==> src/rtl/bmp280_fmt_pkg.sv <==
// Shared types and constants for the BMP280 UART line formatter.
`timescale 1ns/1ps
package bmp280_fmt_pkg;

  typedef enum logic [1:0] {
    IDLE      = 2'd0,
    SEND      = 2'd1,
    WAIT_ACK  = 2'd2,
    WAIT_DONE = 2'd3
  } state_t;

  localparam logic [7:0] CH_T  = 8'h54;
  localparam logic [7:0] CH_EQ = 8'h3D;
  localparam logic [7:0] CH_SP = 8'h20;
  localparam logic [7:0] CH_P  = 8'h50;
  localparam logic [7:0] CH_CR = 8'h0D;
  localparam logic [7:0] CH_LF = 8'h0A;

  // Characters in one "T=... P=...<eol>" line.
  function automatic int line_len(input int temp_w, input int press_w, input bit crlf);
    return 2 + temp_w / 4 + 3 + press_w / 4 + (crlf ? 2 : 1);
  endfunction

endpackage

==> src/rtl/nibble_to_ascii.sv <==
// Converts one 4-bit value into its uppercase ASCII hex digit.
`timescale 1ns/1ps
module nibble_to_ascii (
  input  logic [3:0] nibble,
  output logic [7:0] ascii
);

  always_comb begin
    if (nibble < 4'd10) ascii = 8'h30 + {4'h0, nibble};
    else                ascii = 8'h37 + {4'h0, nibble};
  end

endmodule

==> src/rtl/bmp280_uart_formatter.sv <==
// Captures a BMP280 raw temperature/pressure pair and streams it to the UART
// transmitter as "T=xxxxx P=xxxxx\r\n", one byte per enable/ready handshake.
`timescale 1ns/1ps
module bmp280_uart_formatter
  import bmp280_fmt_pkg::*;
#(
  parameter int TEMP_W   = 20,
  parameter int PRESS_W  = 20,
  parameter bit EOL_CRLF = 1'b1
) (
  input  logic               clk,
  input  logic               n_rst,
  input  logic               sample_valid,
  input  logic [TEMP_W-1:0]  temp_raw,
  input  logic [PRESS_W-1:0] press_raw,
  input  logic               tx_ready,
  output logic               tx_en,
  output logic [7:0]         tx_data,
  output logic               busy,
  output logic               overrun
);

  localparam int TD    = TEMP_W / 4;
  localparam int PD    = PRESS_W / 4;
  localparam int L     = line_len(TEMP_W, PRESS_W, EOL_CRLF);
  localparam int IDX_W = $clog2(L);
  localparam logic [IDX_W-1:0] LAST = IDX_W'(L - 1);

  state_t             state, state_nxt;
  logic [IDX_W-1:0]   idx, idx_nxt;
  logic [TEMP_W-1:0]  temp_q, temp_nxt;
  logic [PRESS_W-1:0] press_q, press_nxt;
  logic               tx_en_nxt, overrun_nxt;
  logic [7:0]         tx_data_nxt;

  int         pos;
  logic       hex_en;
  logic [3:0] nib;
  logic [7:0] lit, hex_ascii, char_sel;

  nibble_to_ascii u_hex (
    .nibble (nib),
    .ascii  (hex_ascii)
  );

  // Character for the current line position, built from the frozen captured words.
  always_comb begin
    pos    = int'(idx);
    hex_en = 1'b0;
    nib    = 4'h0;
    lit    = 8'h00;
    if (pos == 0)                     lit = CH_T;
    else if (pos == 1)                lit = CH_EQ;
    else if (pos < 2 + TD) begin
      hex_en = 1'b1;
      nib    = 4'(temp_q >> (4 * (TD + 1 - pos)));
    end
    else if (pos == 2 + TD)           lit = CH_SP;
    else if (pos == 3 + TD)           lit = CH_P;
    else if (pos == 4 + TD)           lit = CH_EQ;
    else if (pos < 5 + TD + PD) begin
      hex_en = 1'b1;
      nib    = 4'(press_q >> (4 * (4 + TD + PD - pos)));
    end
    else if (EOL_CRLF && pos == 5 + TD + PD) lit = CH_CR;
    else                              lit = CH_LF;
    char_sel = hex_en ? hex_ascii : lit;
  end

  always_ff @(posedge clk or negedge n_rst) begin
    if (!n_rst) begin
      state   <= IDLE;
      idx     <= '0;
      temp_q  <= '0;
      press_q <= '0;
      tx_en   <= 1'b0;
      tx_data <= 8'h00;
      overrun <= 1'b0;
    end else begin
      state   <= state_nxt;
      idx     <= idx_nxt;
      temp_q  <= temp_nxt;
      press_q <= press_nxt;
      tx_en   <= tx_en_nxt;
      tx_data <= tx_data_nxt;
      overrun <= overrun_nxt;
    end
  end

  // WAIT_ACK waits for ready to drop so the lingering post-accept ready is never
  // mistaken for the transmitter being free again.
  always_comb begin
    state_nxt   = state;
    idx_nxt     = idx;
    temp_nxt    = temp_q;
    press_nxt   = press_q;
    tx_en_nxt   = 1'b0;
    tx_data_nxt = tx_data;
    overrun_nxt = 1'b0;
    case (state)
      IDLE: begin
        if (sample_valid) begin
          temp_nxt  = temp_raw;
          press_nxt = press_raw;
          idx_nxt   = '0;
          state_nxt = SEND;
        end
      end
      SEND: begin
        if (tx_ready) begin
          tx_en_nxt   = 1'b1;
          tx_data_nxt = char_sel;
          state_nxt   = WAIT_ACK;
        end
      end
      WAIT_ACK: begin
        if (!tx_ready) state_nxt = WAIT_DONE;
      end
      WAIT_DONE: begin
        if (tx_ready) begin
          if (idx == LAST) begin
            state_nxt = IDLE;
          end else begin
            idx_nxt   = idx + IDX_W'(1);
            state_nxt = SEND;
          end
        end
      end
      default: state_nxt = IDLE;
    endcase
    if (sample_valid && state != IDLE) overrun_nxt = 1'b1;
  end

  assign busy = (state != IDLE);

endmodule

==> config.mk <==
export PLATFORM = sky130hd
export DESIGN_NAME = bmp280_uart_formatter
export DESIGN_NICKNAME = d
export VERILOG_FILES = /design/src/rtl/bmp280_fmt_pkg.sv /design/src/rtl/nibble_to_ascii.sv /design/src/rtl/bmp280_uart_formatter.sv
export SDC_FILE = /design/constraint.sdc
export NUM_CORES = 1
export LEC_CHECK = 0
export CORE_ASPECT_RATIO = 1.1
export CORE_MARGIN = 8
export CORE_UTILIZATION = 41
export CTS_CLUSTER_DIAMETER = 60
export DETAILED_ROUTE_END_ITERATION = 10
export MAX_ROUTING_LAYER = met4
export PLACE_DENSITY = 0.62
export SETUP_SLACK_MARGIN = 0.2
export SLEW_MARGIN = 20
export SYNTH_ARGS = -nofsm -noshare
export SYNTH_HDL_FRONTEND = slang
export SYNTH_SLANG_ARGS = --single-unit
==> constraint.sdc <==
create_clock -name clk -period 3.3 [get_ports clk]
set_input_delay 0.66 -clock clk [delete_from_list [all_inputs] [get_ports clk]]
set_output_delay 0.66 -clock clk [all_outputs]
set_load 0.1 [all_outputs]
==> summary.json <==
{
  "status": {"value": "finished clean"},
  "max_capacitance_violation_count": {"value": 0},
  "grt_pass1_vias": {"value": 2251},
  "power.net_switching": {"value": 1.562, "unit": "mW"},
  "tns": {"value": 0, "unit": "ns"},
  "drive_above_1_share": {"value": 25.97, "unit": "%"},
  "synth_seq_area_share": {"value": 46.07, "unit": "%"},
  "period_minus_slack": {"value": 2.852, "unit": "ns"},
  "utilization": {"value": 50.51, "unit": "%"},
  "finalClockSkew": {"value": 0.008096, "unit": "ns"},
  "netlist_area": {"value": 0.003042, "unit": "mm²"},
  "clock_latency_reported_for_the_late_side_of_the_worst_skew_pair": {"value": 0.31, "unit": "ns"},
  "cts-buffers-inserted": {"value": 5},
  "antenna_left": {"value": 0},
  "setup.worst_path.end_class": {"value": "flop"},
  "routed-wl-met3": {"value": 220, "unit": "µm"},
  "hold_violations": {"value": 0},
  "ys_ff_latch": {"value": 56},
  "die_area": {"value": 0.01043, "unit": "mm²"},
  "min_period_over_period": {"value": 86.42, "unit": "%"},
  "grt_first_pass_wirelength": {"value": 10960, "unit": "µm"},
  "post_synth_edffs": {"value": 0},
  "antenna-diode-count": {"value": 0},
  "p_seq_share": {"value": 34.0, "unit": "%"},
  "clock_tree_from_tritoncts": {"value": "yes"},
  "topRoutingLayerUsed": {"value": "met4"},
  "worst_hold_path_type": {"value": "in -> async"},
  "clkSlewWorstSetupHoldPaths": {"value": 0.11, "unit": "ns"},
  "internal_power_consumption": {"value": 2.043, "unit": "mW"},
  "synth_top_cells_by_area": {"value": "dfrtp_1 (46%), mux2_2 (16%), mux4_1 (4.3%)"},
  "initial_core_util": {"value": 41.62, "unit": "%"},
  "yosys.area_share.xor_xnor": {"value": 1.481, "unit": "%"},
  "ir_worst_vdd": {"value": 0.0002945, "unit": "V"},
  "antenna_violations_before_repair": {"value": 0},
  "core.rowCount": {"value": 33},
  "netlist.area_leader.share": {"value": 46.07, "unit": "%"},
  "cts.path.max_buffers": {"value": 2},
  "vias": {"value": 2081},
  "numClockSinks": {"value": 56},
  "regToRegSetupSlack": {"value": 0.45, "unit": "ns"},
  "critPathRequiredTime": {"value": 3.50, "unit": "ns"},
  "synth.avg_cell_area": {"value": 11.88, "unit": "µm²"},
  "detail_route.vias_per_cell": {"value": 5.268},
  "pin_count": {"value": 55},
  "worst_ep_arrival_time": {"value": 3.05, "unit": "ns"},
  "holdWs": {"value": 0.3389, "unit": "ns"},
  "cts_hold_repair.buffers": {"value": 0},
  "maxSlewHeadroom": {"value": 59.36, "unit": "%"},
  "synth-async-reset-ratio": {"value": 100.0, "unit": "%"},
  "detailedRoute.firstIterationViolations": {"value": 100},
  "setup_viol": {"value": 0},
  "firstDrtPassIters": {"value": 4},
  "remaining_drc_errors": {"value": 0},
  "gp_congestion": {"value": 0.8441},
  "actual_transition_at_the_worst_max_transition_pin": {"value": 0.6096, "unit": "ns"},
  "most_common_cell_after_layout_fill_and_taps_aside": {"value": "dfrtp_1"},
  "worst-path-max-fanout": {"value": 8},
  "synth_compound_area_share": {"value": 11.19, "unit": "%"},
  "design.final.nets": {"value": 360},
  "largest_net_degree_at_the_start_of_global_routing": {"value": 49},
  "post-synth-top-area-cell": {"value": "dfrtp_1"},
  "yosys_warnings": {"value": 0},
  "worst_setup_path_start_kind": {"value": "flop"},
  "cell_chosen_for_the_clock_root": {"value": "clkbuf_8"},
  "globalRouteTotalUtil": {"value": 13.01, "unit": "%"},
  "fp.dieH": {"value": 106.3, "unit": "µm"},
  "combinational_family_with_the_most_area_after_synthesis": {"value": "multiplexers"},
  "dieWidth": {"value": 98.13, "unit": "µm"},
  "place_hpwl": {"value": 4638, "unit": "µm"},
  "post_synth_mux_area_share": {"value": 21.35, "unit": "%"},
  "power_frac_clock": {"value": 11.3, "unit": "%"},
  "sw_frac_of_total": {"value": 43.33, "unit": "%"},
  "power.share.combinational": {"value": 54.7, "unit": "%"},
  "leakagePower": {"value": 1.596, "unit": "nW"},
  "final.fill_count": {"value": 685},
  "detail_route.wirelength.met1": {"value": 2941, "unit": "µm"},
  "area_growth": {"value": 21.35, "unit": "%"},
  "synth_ff_type": {"value": "dfrtp_1"},
  "design.core.area": {"value": 0.007308, "unit": "mm²"},
  "number_of_standard_cells_after_synthesis": {"value": 256},
  "globalRouteOverflowTotal": {"value": 0},
  "clock_tree.htree_level_count": {"value": 2},
  "post_synth_fa_ha_maj_area_fraction": {"value": 3.702, "unit": "%"},
  "synth_fp_nets": {"value": 309},
  "io_buffers": {"value": 53},
  "most_used_cells_in_the_layout_excluding_fill_and_tap_cells": {"value": "dfrtp_1 (55), mux2_2 (44), clkdlybuf4s50_1 (42)"},
  "synth_simple_gate_area_share": {"value": 11.11, "unit": "%"},
  "totalWireLength": {"value": 6171, "unit": "µm"},
  "yosys.cell_types.count": {"value": 50},
  "wl_met2": {"value": 2941, "unit": "µm"},
  "report.power.total": {"value": 3.606, "unit": "mW"},
  "timing_max_transition_violations_final": {"value": 0},
  "category_of_the_most_critical_setup_path": {"value": "reg -> reg"},
  "power.density": {"value": 976.8, "unit": "mW/mm²"},
  "rsz0062_at_grt": {"value": "false"},
  "avgRoutedWirePerCell": {"value": 15.62, "unit": "µm"},
  "timing.fmax": {"value": 0.3507, "unit": "GHz"}
}
per-layer routing:
metal / vias up / global-route usage (%)
li1: 1029 / -
met1: 997 / 16.69
met2: 48 / 20.37
met3: 7 / 2.680
met4: 0 / 3.679
met5: - / -
worst max-delay path, stage by stage (launching register included):
cell and delay [ns]:
dfrtp_2 0.46, inv_1 0.10, ha_1 0.44, buf_4 0.22, mux2_2 0.22, nand3_1 0.07
a41oi_1 0.34, nand2_1 0.17, ha_1 0.25, and4b_1 0.21, o31a_1 0.26
cell usage after synthesis, drive strengths merged (5+ instances only):
library cell,number
o21ai,12
nand2,17
clkbuf,5
a221oi,5
ha,9
inv,11
mux2,44
dfrtp,56
nand3,11
mux4,6
a21oi,11
buf,10
nor2,17
cell type report:
| type | instances | area (µm²) | share of cell area (%) |
|---|---|---|---|
| clock inverter | 2 | 18.77 | 0.5085 |
| tap | 87 | 108.9 | 2.949 |
| multi-input combinational | 174 | 1489 | 40.34 |
| sequential | 56 | 1403 | 38.00 |
| clock buffer | 6 | 82.58 | 2.237 |
| inverter | 11 | 41.29 | 1.119 |
| timing repair buffer | 59 | 548.0 | 14.85 |
through the flow:
stage | cell area (µm²) | setup WS [ns] | cells
3_5_place_dp | 3578 | 0.3779 | 386
2_1_floorplan | 3042 | 0.6348 | 256
6_report | 3691 | 0.4482 | 395
3_3_place_gp | 3578 | 0.4624 | 386
4_1_cts | 3680 | 0.3484 | 394
5_1_grt | 3691 | 0.2398 | 395
cells by family (layout without fill, tap and decap cells):
| family | Yosys count | in the layout |
|---|---|---|
| AO/OA/AOI/OAI | 46 | 46 |
| AND/OR/NAND/NOR | 65 | 65 |
| buffers and inverters | 26 | 78 |
| adder cells (fa/ha/maj) | 9 | 9 |
| flip-flops | 56 | 56 |
| multiplexers | 50 | 50 |
| XOR/XNOR | 3 | 3 |
| other | 1 | 1 |
path summary, 6_finish.rpt:
check | depth (start not counted) | end | start
min in group clk | 2 | tx_data[4] | tx_data[4]
min | 1 | state[1] | n_rst
max in group asynchronous | 2 | press_q[12] | n_rst
max | 10 | tx_data[2] | idx[0]
max reg2reg | 10 | tx_data[2] | idx[0]
min reg2reg | 2 | tx_data[4] | tx_data[4]
power by group through the flow:
| stage | clock network [mW] | logic (mW) | registers [mW] |
|---|---|---|---|
| final | 0.408 | 1.97 | 1.22 |
| after detailed placement | 0 | 1.98 | 1.24 |
| after floorplan | 0 | 1.29 | 1.51 |
| after global routing | 0.450 | 2.17 | 1.27 |
| after global placement | 0 | 1.94 | 1.24 |
| after CTS | 0.429 | 1.99 | 1.23 |
state kept, by name, summed over array words and instances, names as in the netlist:
signal   count
tx_en        1
overrun      1
tx_data      7
temp_q      20
state        2
press_q     20
idx          5
timing repair:
| action | 4_1_cts | 5_1_grt |
|---|---|---|
| endpoints found under the setup margin | 0 | 2 |
| resized for setup | 0 | 1 |
| setup buffers | 0 | 1 |
No activity file was read; power rests on OpenSTA's default activity.
